[src/rtl/control_unit_fsm.sv]
`default_nettype none
// ============================================================================
//  Module   : control_unit_fsm
//  Purpose  : Multicycle control unit for an RV32I subset (R, I-ALU, LOAD,
//             STORE, BRANCH). Sequences every instruction through
//             FETCH / DECODE / EXEC / MEM / WB and drives the datapath
//             control interface. It issues exactly one PC_load pulse per
//             retired instruction.
//  Ports    : clk, reset (async, active-high)
//             opcode[6:0], funct3[2:0], funct7_5 : instruction fields
//             mem_ready                           : data memory ready (MEM only)
//             WE_mem, WE_reg                      : memory / register-file writes
//             OP_MEM_I[1:0]                       : [0] ALU B = imm, [1] WB from mem
//             ADD_SUB                             : 0 add, 1 subtract
//             PC_load                             : PC register load enable
//             select_flags[2:0]                   : branch-flag mux select
//             illegal                             : sticky illegal-instruction flag
//             retired[CNT_W-1:0]                  : count of PC_load pulses
//             state[2:0]                          : current state (debug)
//  Revision : 1.0 - initial release
// ============================================================================
module control_unit_fsm #(
    parameter int FETCH_WAIT = 1,
    parameter int CNT_W      = 32
) (
    input  logic             clk,
    input  logic             reset,
    input  logic [6:0]       opcode,
    input  logic [2:0]       funct3,
    input  logic             funct7_5,
    input  logic             mem_ready,
    output logic             WE_mem,
    output logic             WE_reg,
    output logic [1:0]       OP_MEM_I,
    output logic             ADD_SUB,
    output logic             PC_load,
    output logic [2:0]       select_flags,
    output logic             illegal,
    output logic [CNT_W-1:0] retired,
    output logic [2:0]       state
);

    // ------------------------------------------------------------------
    // Encodings
    // ------------------------------------------------------------------
    typedef enum logic [2:0] {
        S_FETCH   = 3'd0,
        S_DECODE  = 3'd1,
        S_EXEC    = 3'd2,
        S_MEM     = 3'd3,
        S_WB      = 3'd4,
        S_ILLEGAL = 3'd7
    } state_t;

    typedef enum logic [2:0] {
        CLS_R  = 3'd0,
        CLS_I  = 3'd1,
        CLS_LD = 3'd2,
        CLS_ST = 3'd3,
        CLS_BR = 3'd4
    } class_t;

    localparam logic [6:0] c_op_r  = 7'b0110011;
    localparam logic [6:0] c_op_i  = 7'b0010011;
    localparam logic [6:0] c_op_ld = 7'b0000011;
    localparam logic [6:0] c_op_st = 7'b0100011;
    localparam logic [6:0] c_op_br = 7'b1100011;

    localparam int                c_wait_w    = (FETCH_WAIT > 1) ? $clog2(FETCH_WAIT) : 1;
    localparam logic [c_wait_w-1:0] c_wait_last = c_wait_w'(FETCH_WAIT - 1);

    // ------------------------------------------------------------------
    // State and registered outputs
    // ------------------------------------------------------------------
    state_t              r_state;
    logic [c_wait_w-1:0] r_wait_cnt;
    class_t              r_class;
    logic [2:0]          r_funct3;
    logic                r_funct7_5;
    logic                r_we_reg;
    logic [1:0]          r_op_mem_i;
    logic                r_add_sub;
    logic                r_pc_load;
    logic [2:0]          r_select_flags;
    logic                r_st_in_mem;    // current state is MEM for a store
    logic                r_illegal;
    logic [CNT_W-1:0]    r_retired;

    // ------------------------------------------------------------------
    // Next-state / next-output wires
    // ------------------------------------------------------------------
    class_t              w_dec_class;
    logic                w_dec_valid;
    state_t              w_next_state;
    logic [c_wait_w-1:0] w_next_wait;
    class_t              w_next_class;
    logic [2:0]          w_next_funct3;
    logic                w_next_funct7_5;
    logic [1:0]          w_n_op_mem_i;
    logic                w_n_add_sub;
    logic                w_n_we_reg;
    logic                w_n_pc_load;
    logic [2:0]          w_n_select_flags;
    logic                w_n_st_in_mem;
    logic                w_st_commit;

    // ------------------------------------------------------------------
    // Opcode classification (only meaningful while in DECODE)
    // ------------------------------------------------------------------
    always_comb begin
        w_dec_class = CLS_R;
        w_dec_valid = 1'b1;
        case (opcode)
            c_op_r:  w_dec_class = CLS_R;
            c_op_i:  w_dec_class = CLS_I;
            c_op_ld: w_dec_class = CLS_LD;
            c_op_st: w_dec_class = CLS_ST;
            c_op_br: begin
                w_dec_class = CLS_BR;
                // funct3 010/011 are not branch encodings
                if (funct3 == 3'b010 || funct3 == 3'b011) begin
                    w_dec_valid = 1'b0;
                end
            end
            default: w_dec_valid = 1'b0;
        endcase
    end

    // ------------------------------------------------------------------
    // Next-state logic
    // ------------------------------------------------------------------
    always_comb begin
        w_next_state = r_state;
        w_next_wait  = r_wait_cnt;
        case (r_state)
            S_FETCH: begin
                if (r_wait_cnt == c_wait_last) begin
                    w_next_state = S_DECODE;
                    w_next_wait  = '0;
                end else begin
                    w_next_wait  = r_wait_cnt + c_wait_w'(1);
                end
            end
            S_DECODE: begin
                w_next_state = w_dec_valid ? S_EXEC : S_ILLEGAL;
            end
            S_EXEC: begin
                case (r_class)
                    CLS_LD, CLS_ST: w_next_state = S_MEM;
                    CLS_BR:         w_next_state = S_FETCH;
                    default:        w_next_state = S_WB;
                endcase
            end
            S_MEM: begin
                if (mem_ready) begin
                    w_next_state = (r_class == CLS_ST) ? S_FETCH : S_WB;
                end
            end
            S_WB:      w_next_state = S_FETCH;
            S_ILLEGAL: w_next_state = S_ILLEGAL;
            default:   w_next_state = S_FETCH;
        endcase
    end

    // Instruction fields are captured only on the DECODE->EXEC edge so the
    // outputs stay stable while the fetch path moves on.
    always_comb begin
        w_next_class    = r_class;
        w_next_funct3   = r_funct3;
        w_next_funct7_5 = r_funct7_5;
        if (r_state == S_DECODE && w_dec_valid) begin
            w_next_class    = w_dec_class;
            w_next_funct3   = funct3;
            w_next_funct7_5 = funct7_5;
        end
    end

    // ------------------------------------------------------------------
    // Moore outputs for the state being entered; registered below so they
    // line up with that state.
    // ------------------------------------------------------------------
    always_comb begin
        w_n_op_mem_i     = 2'b00;
        w_n_add_sub      = 1'b0;
        w_n_we_reg       = 1'b0;
        w_n_pc_load      = 1'b0;
        w_n_select_flags = 3'd0;
        w_n_st_in_mem    = 1'b0;

        if (w_next_state == S_EXEC || w_next_state == S_MEM || w_next_state == S_WB) begin
            // Operand selects are established in EXEC and held through MEM/WB
            case (w_next_class)
                CLS_R: begin
                    w_n_op_mem_i = 2'b00;
                    w_n_add_sub  = w_next_funct7_5 & (w_next_funct3 == 3'b000);
                end
                CLS_I:   w_n_op_mem_i = 2'b01;
                CLS_LD:  w_n_op_mem_i = 2'b11;
                CLS_ST:  w_n_op_mem_i = 2'b01;
                CLS_BR:  w_n_add_sub  = 1'b1;
                default: w_n_op_mem_i = 2'b00;
            endcase
        end

        case (w_next_state)
            S_EXEC: begin
                if (w_next_class == CLS_BR) begin
                    w_n_pc_load = 1'b1;
                    case (w_next_funct3)
                        3'b000:  w_n_select_flags = 3'd1;
                        3'b001:  w_n_select_flags = 3'd2;
                        3'b100:  w_n_select_flags = 3'd3;
                        3'b101:  w_n_select_flags = 3'd4;
                        3'b110:  w_n_select_flags = 3'd5;
                        3'b111:  w_n_select_flags = 3'd6;
                        default: w_n_select_flags = 3'd0;
                    endcase
                end
            end
            S_MEM: begin
                w_n_st_in_mem = (w_next_class == CLS_ST);
            end
            S_WB: begin
                w_n_we_reg  = 1'b1;
                w_n_pc_load = 1'b1;
            end
            default: begin
                w_n_pc_load = 1'b0;
            end
        endcase
    end

    // ------------------------------------------------------------------
    // State register
    // ------------------------------------------------------------------
    always_ff @(posedge clk or posedge reset) begin
        if (reset) begin
            r_state        <= S_FETCH;
            r_wait_cnt     <= '0;
            r_class        <= CLS_R;
            r_funct3       <= 3'b000;
            r_funct7_5     <= 1'b0;
            r_we_reg       <= 1'b0;
            r_op_mem_i     <= 2'b00;
            r_add_sub      <= 1'b0;
            r_pc_load      <= 1'b0;
            r_select_flags <= 3'd0;
            r_st_in_mem    <= 1'b0;
            r_illegal      <= 1'b0;
            r_retired      <= '0;
        end else begin
            r_state        <= w_next_state;
            r_wait_cnt     <= w_next_wait;
            r_class        <= w_next_class;
            r_funct3       <= w_next_funct3;
            r_funct7_5     <= w_next_funct7_5;
            r_we_reg       <= w_n_we_reg;
            r_op_mem_i     <= w_n_op_mem_i;
            r_add_sub      <= w_n_add_sub;
            r_pc_load      <= w_n_pc_load;
            r_select_flags <= w_n_select_flags;
            r_st_in_mem    <= w_n_st_in_mem;
            r_illegal      <= r_illegal | (w_next_state == S_ILLEGAL);
            if (PC_load) begin
                r_retired <= r_retired + CNT_W'(1);
            end
        end
    end

    // ------------------------------------------------------------------
    // Output drive. The store commit must fall in the same MEM cycle in
    // which mem_ready is seen, so it is gated combinationally by mem_ready.
    // ------------------------------------------------------------------
    assign w_st_commit  = r_st_in_mem & mem_ready;

    assign WE_mem       = w_st_commit;
    assign WE_reg       = r_we_reg;
    assign OP_MEM_I     = r_op_mem_i;
    assign ADD_SUB      = r_add_sub;
    assign PC_load      = r_pc_load | w_st_commit;
    assign select_flags = r_select_flags;
    assign illegal      = r_illegal;
    assign retired      = r_retired;
    assign state        = r_state;

endmodule
`default_nettype wire
[config.mk]
export PLATFORM = sky130hd
export DESIGN_NAME = control_unit_fsm
export DESIGN_NICKNAME = d
export VERILOG_FILES = /design/src/rtl/control_unit_fsm.sv
export SDC_FILE = /design/constraint.sdc
export NUM_CORES = 1
export LEC_CHECK = 0
export BUFFER_PORTS_ARGS = -buffer_cell sky130_fd_sc_hd__buf_2
export CORE_UTILIZATION = 30
export CTS_BUF_LIST = sky130_fd_sc_hd__clkbuf_16
export CTS_CLUSTER_SIZE = 40
export DETAILED_ROUTE_END_ITERATION = 10
export PLACE_DENSITY = 0.47
export SYNTH_ARGS = -nofsm -noshare
export SYNTH_HDL_FRONTEND = slang
export SYNTH_SLANG_ARGS = --single-unit
[constraint.sdc]
create_clock -name clk -period 2.5 [get_ports clk]
set_input_delay 0.5 -clock clk [delete_from_list [all_inputs] [get_ports clk]]
set_output_delay 0.5 -clock clk [all_outputs]
set_load 0.03 [all_outputs]
==> results.sh <==
export IMPL_setup_tns_ns=0
export IMPL_io_buffers=58
export IMPL_rsz0062_at_grt="false"
export IMPL_stdcell_count=390
export IMPL_layout_drive_gt1_share_pct=29.86
export IMPL_start_util_pct=31.12
export IMPL_synth_top_area_share_pct=54.11
export IMPL_fp_coreArea_um2=7727
export IMPL_yosysUniqueCellTypes=42
export IMPL_tightest_slew_ns=0.6664
export IMPL_die_h_um=91.53
export IMPL_switchingPower_mw=0.8512
export IMPL_grt_remaining_overflow=0
export IMPL_fin_nets=302
export IMPL_combPwrFrac_pct=26.6
export IMPL_row_count=32
export IMPL_cts_tree="yes"
export IMPL_place_area_um2=2825
export IMPL_pin_count=59
export IMPL_hold_viol=0
export IMPL_synthArstFlopShare_pct=100.0
export IMPL_synth_ff_type="dfrtp_1"
export IMPL_syn_cell_area_um2=2405
export IMPL_synth_area_leaders="dfrtp_1, xnor2_1, nand2_1, nand3_1, nand4_1"
export IMPL_reg2reg_from="retired[0]$_DFFE_PP0P_"
export IMPL_cp_end_kind="flip-flop"
export IMPL_slew_headroom_pct=55.57
export IMPL_die_x_um=91.53
export IMPL_n_antenna_cell=0
export IMPL_vias_per_cell=4.667
export IMPL_layout_common_cells="buf_2, dfrtp_1, nand2_1, xnor2_1, nor2_1"
export IMPL_ctsResizeCount=0
export IMPL_die_area_um2=8378
export IMPL_yosysWarningCount=0
export IMPL_drc=0
export IMPL_synth_area_per_cell_um2=10.78
export IMPL_hold_buffers=0
export IMPL_cts_buffers=5
export IMPL_worstSkewPairLatency_ns=0.29
export IMPL_drt_iter0_drc=39
export IMPL_clock_path_buffers=2
export IMPL_cts_reportedPaths_clkPinSlew_ns=0.07
export IMPL_max_freq_ghz=0.5011
export IMPL_area_growth_syn_to_layout_pct=24.30
export IMPL_vias=1820
export IMPL_root_buffer="clkbuf_16"
export IMPL_antenna_left=0
export IMPL_power_internal_mw=1.666
export IMPL_synth_edf_count=0
export IMPL_largest_reg_flops=32
export IMPL_cts_sinks=52
export IMPL_power_leakage_nw=1.485
export IMPL_p_clk_share_pct=30.3
export IMPL_maxCapViolCount=0
export IMPL_irDropWorstVdd_uv=448.1
export IMPL_crit_type="reg2reg"
export IMPL_firstDrtPassIters=4
export IMPL_dpl_hpwl_um=3662
export IMPL_ff2ff_setup_slack_ns=0.50
export IMPL_wl_um=5059
export IMPL_synth_seq_cells=52
export IMPL_r2r_end="retired[26]$_DFFE_PP0P_"
export IMPL_rr_worst_depth=6
export IMPL_yosys_area_top_type="dfrtp_1"
export IMPL_antenna_found_initial=0
export IMPL_synth_fp_nets=238
export IMPL_mostFrequentLayoutCell="buf_2"
export IMPL_power_density_nw_per_um2=842.1
export IMPL_grt_pass1_wl_um=8700
export IMPL_setup_viol=0
export IMPL_grt_pass1_vias=1803
export IMPL_outcome="completed"
export IMPL_grt_max_degree=53
export IMPL_htree_levels=2
export IMPL_globalRouteTotalUtil_pct=13.01
export IMPL_worst_clock_skew_ns=0.006499
export IMPL_routedWlPerCell_um=12.97
export IMPL_whs_ns=0.3949
export IMPL_place_congestion=0.8200
export IMPL_critPathLaunchType="flip-flop"
export IMPL_dp_cells=382
export IMPL_syn_inst=223
export IMPL_hold_path_class="in2async"
export IMPL_pwr_share_seq_pct=43.2
export IMPL_arrival_ns=2.17
export IMPL_ys_seq_area_share_pct=54.11
export IMPL_post_cts_buffers=0
export IMPL_required_ns=2.68
export IMPL_fin_area_um2=2989
export IMPL_post_route_min_period_ns=1.995
export IMPL_switching_share_pct=33.82
export IMPL_crit_path_max_fanout=8
export IMPL_drv_slew=0
export IMPL_period_share_pct=79.82
-- cells in the mapped netlist, types with 3 or more instances --
cell       instances
a2111oi_2          3
a21oi_1            3
and3_1             5
dfrtp_1           52
inv_1              8
nand2_1           31
nand3_1           14
nand4_1           11
nor2_1            15
nor3_1             4
nor4_1             3
o21ai_0            4
xnor2_1           30
xor2_1             3
-- layout make-up --
cell class              count  area, µm²
well taps                 102      127.6
fillers                   784       4738
clock buffers               5      125.1
repair buffers             61      312.8
inverters                   8      30.03
multi-input cells         159       1054
clock inverters             3      38.79
flip-flops and latches     52       1301
-- power by group through the flow --
stage | Sequential [mW] | Combinational [mW] | Clock, mW
after floorplan | 1.20 | 0.390 | 0
after detailed placement | 1.10 | 0.677 | 0
after global routing | 1.11 | 0.738 | 0.808
final | 1.09 | 0.669 | 0.762
after global placement | 1.11 | 0.679 | 0
after CTS | 1.09 | 0.678 | 0.789
-- kinds of logic (layout without fill, tap and decap cells) --
group,Yosys count,after routing,share of synthesized area (%)
compound gates,18,18,6.191
xor+xnor,33,33,12.02
fa+ha+maj,1,1,0.5202
buf+inv,12,77,2.081
flops,52,52,54.11
mux,3,3,1.301
simple gates,104,104,23.78
-- through the flow --
stage | util, % | worst slack [ns] | total power [mW]
2_1_floorplan | - | 0.4907 | 1.589
3_3_place_gp | 36.56 | 0.4191 | 1.785
3_5_place_dp | 36.56 | 0.4121 | 1.778
4_1_cts | 38.68 | 0.4621 | 2.555
5_1_grt | 38.68 | 0.3170 | 2.659
6_report | 38.68 | 0.5046 | 2.517
-- critical path: stages, from the launching register on --
cell and delay, ns:
dfrtp_1 0.44, ha_1 0.21, nand2_1 0.09, nor4b_4 0.41
and3_1 0.41, nand4_1 0.16, xnor2_1 0.15
-- how the worst max path moves through the flow --
| stage | cells past startpoint | startpoint | slack, ns | end |
|---|---|---|---|---|
| floorplan | 5 | state[1]$_DFF_PP0_ | 0.49 | ADD_SUB$_DFF_PP0_ |
| global placement | 6 | mem_ready | 0.42 | retired[26]$_DFFE_PP0P_ |
| detailed placement | 6 | mem_ready | 0.41 | retired[26]$_DFFE_PP0P_ |
| CTS | 6 | retired[0]$_DFFE_PP0P_ | 0.46 | retired[26]$_DFFE_PP0P_ |
| global route | 6 | retired[0]$_DFFE_PP0P_ | 0.32 | retired[26]$_DFFE_PP0P_ |
| finish | 6 | retired[0]$_DFFE_PP0P_ | 0.50 | retired[26]$_DFFE_PP0P_ |
-- layer usage --
metal	track usage (%)	up-vias	share of wire (%)
met3	3.266	5	4.8
met2	20.80	48	45
li1	-	895	-
met4	3.968	0	1.1
met5	0	-	0
met1	17.29	872	49
(Power assumes the default switching activity.)
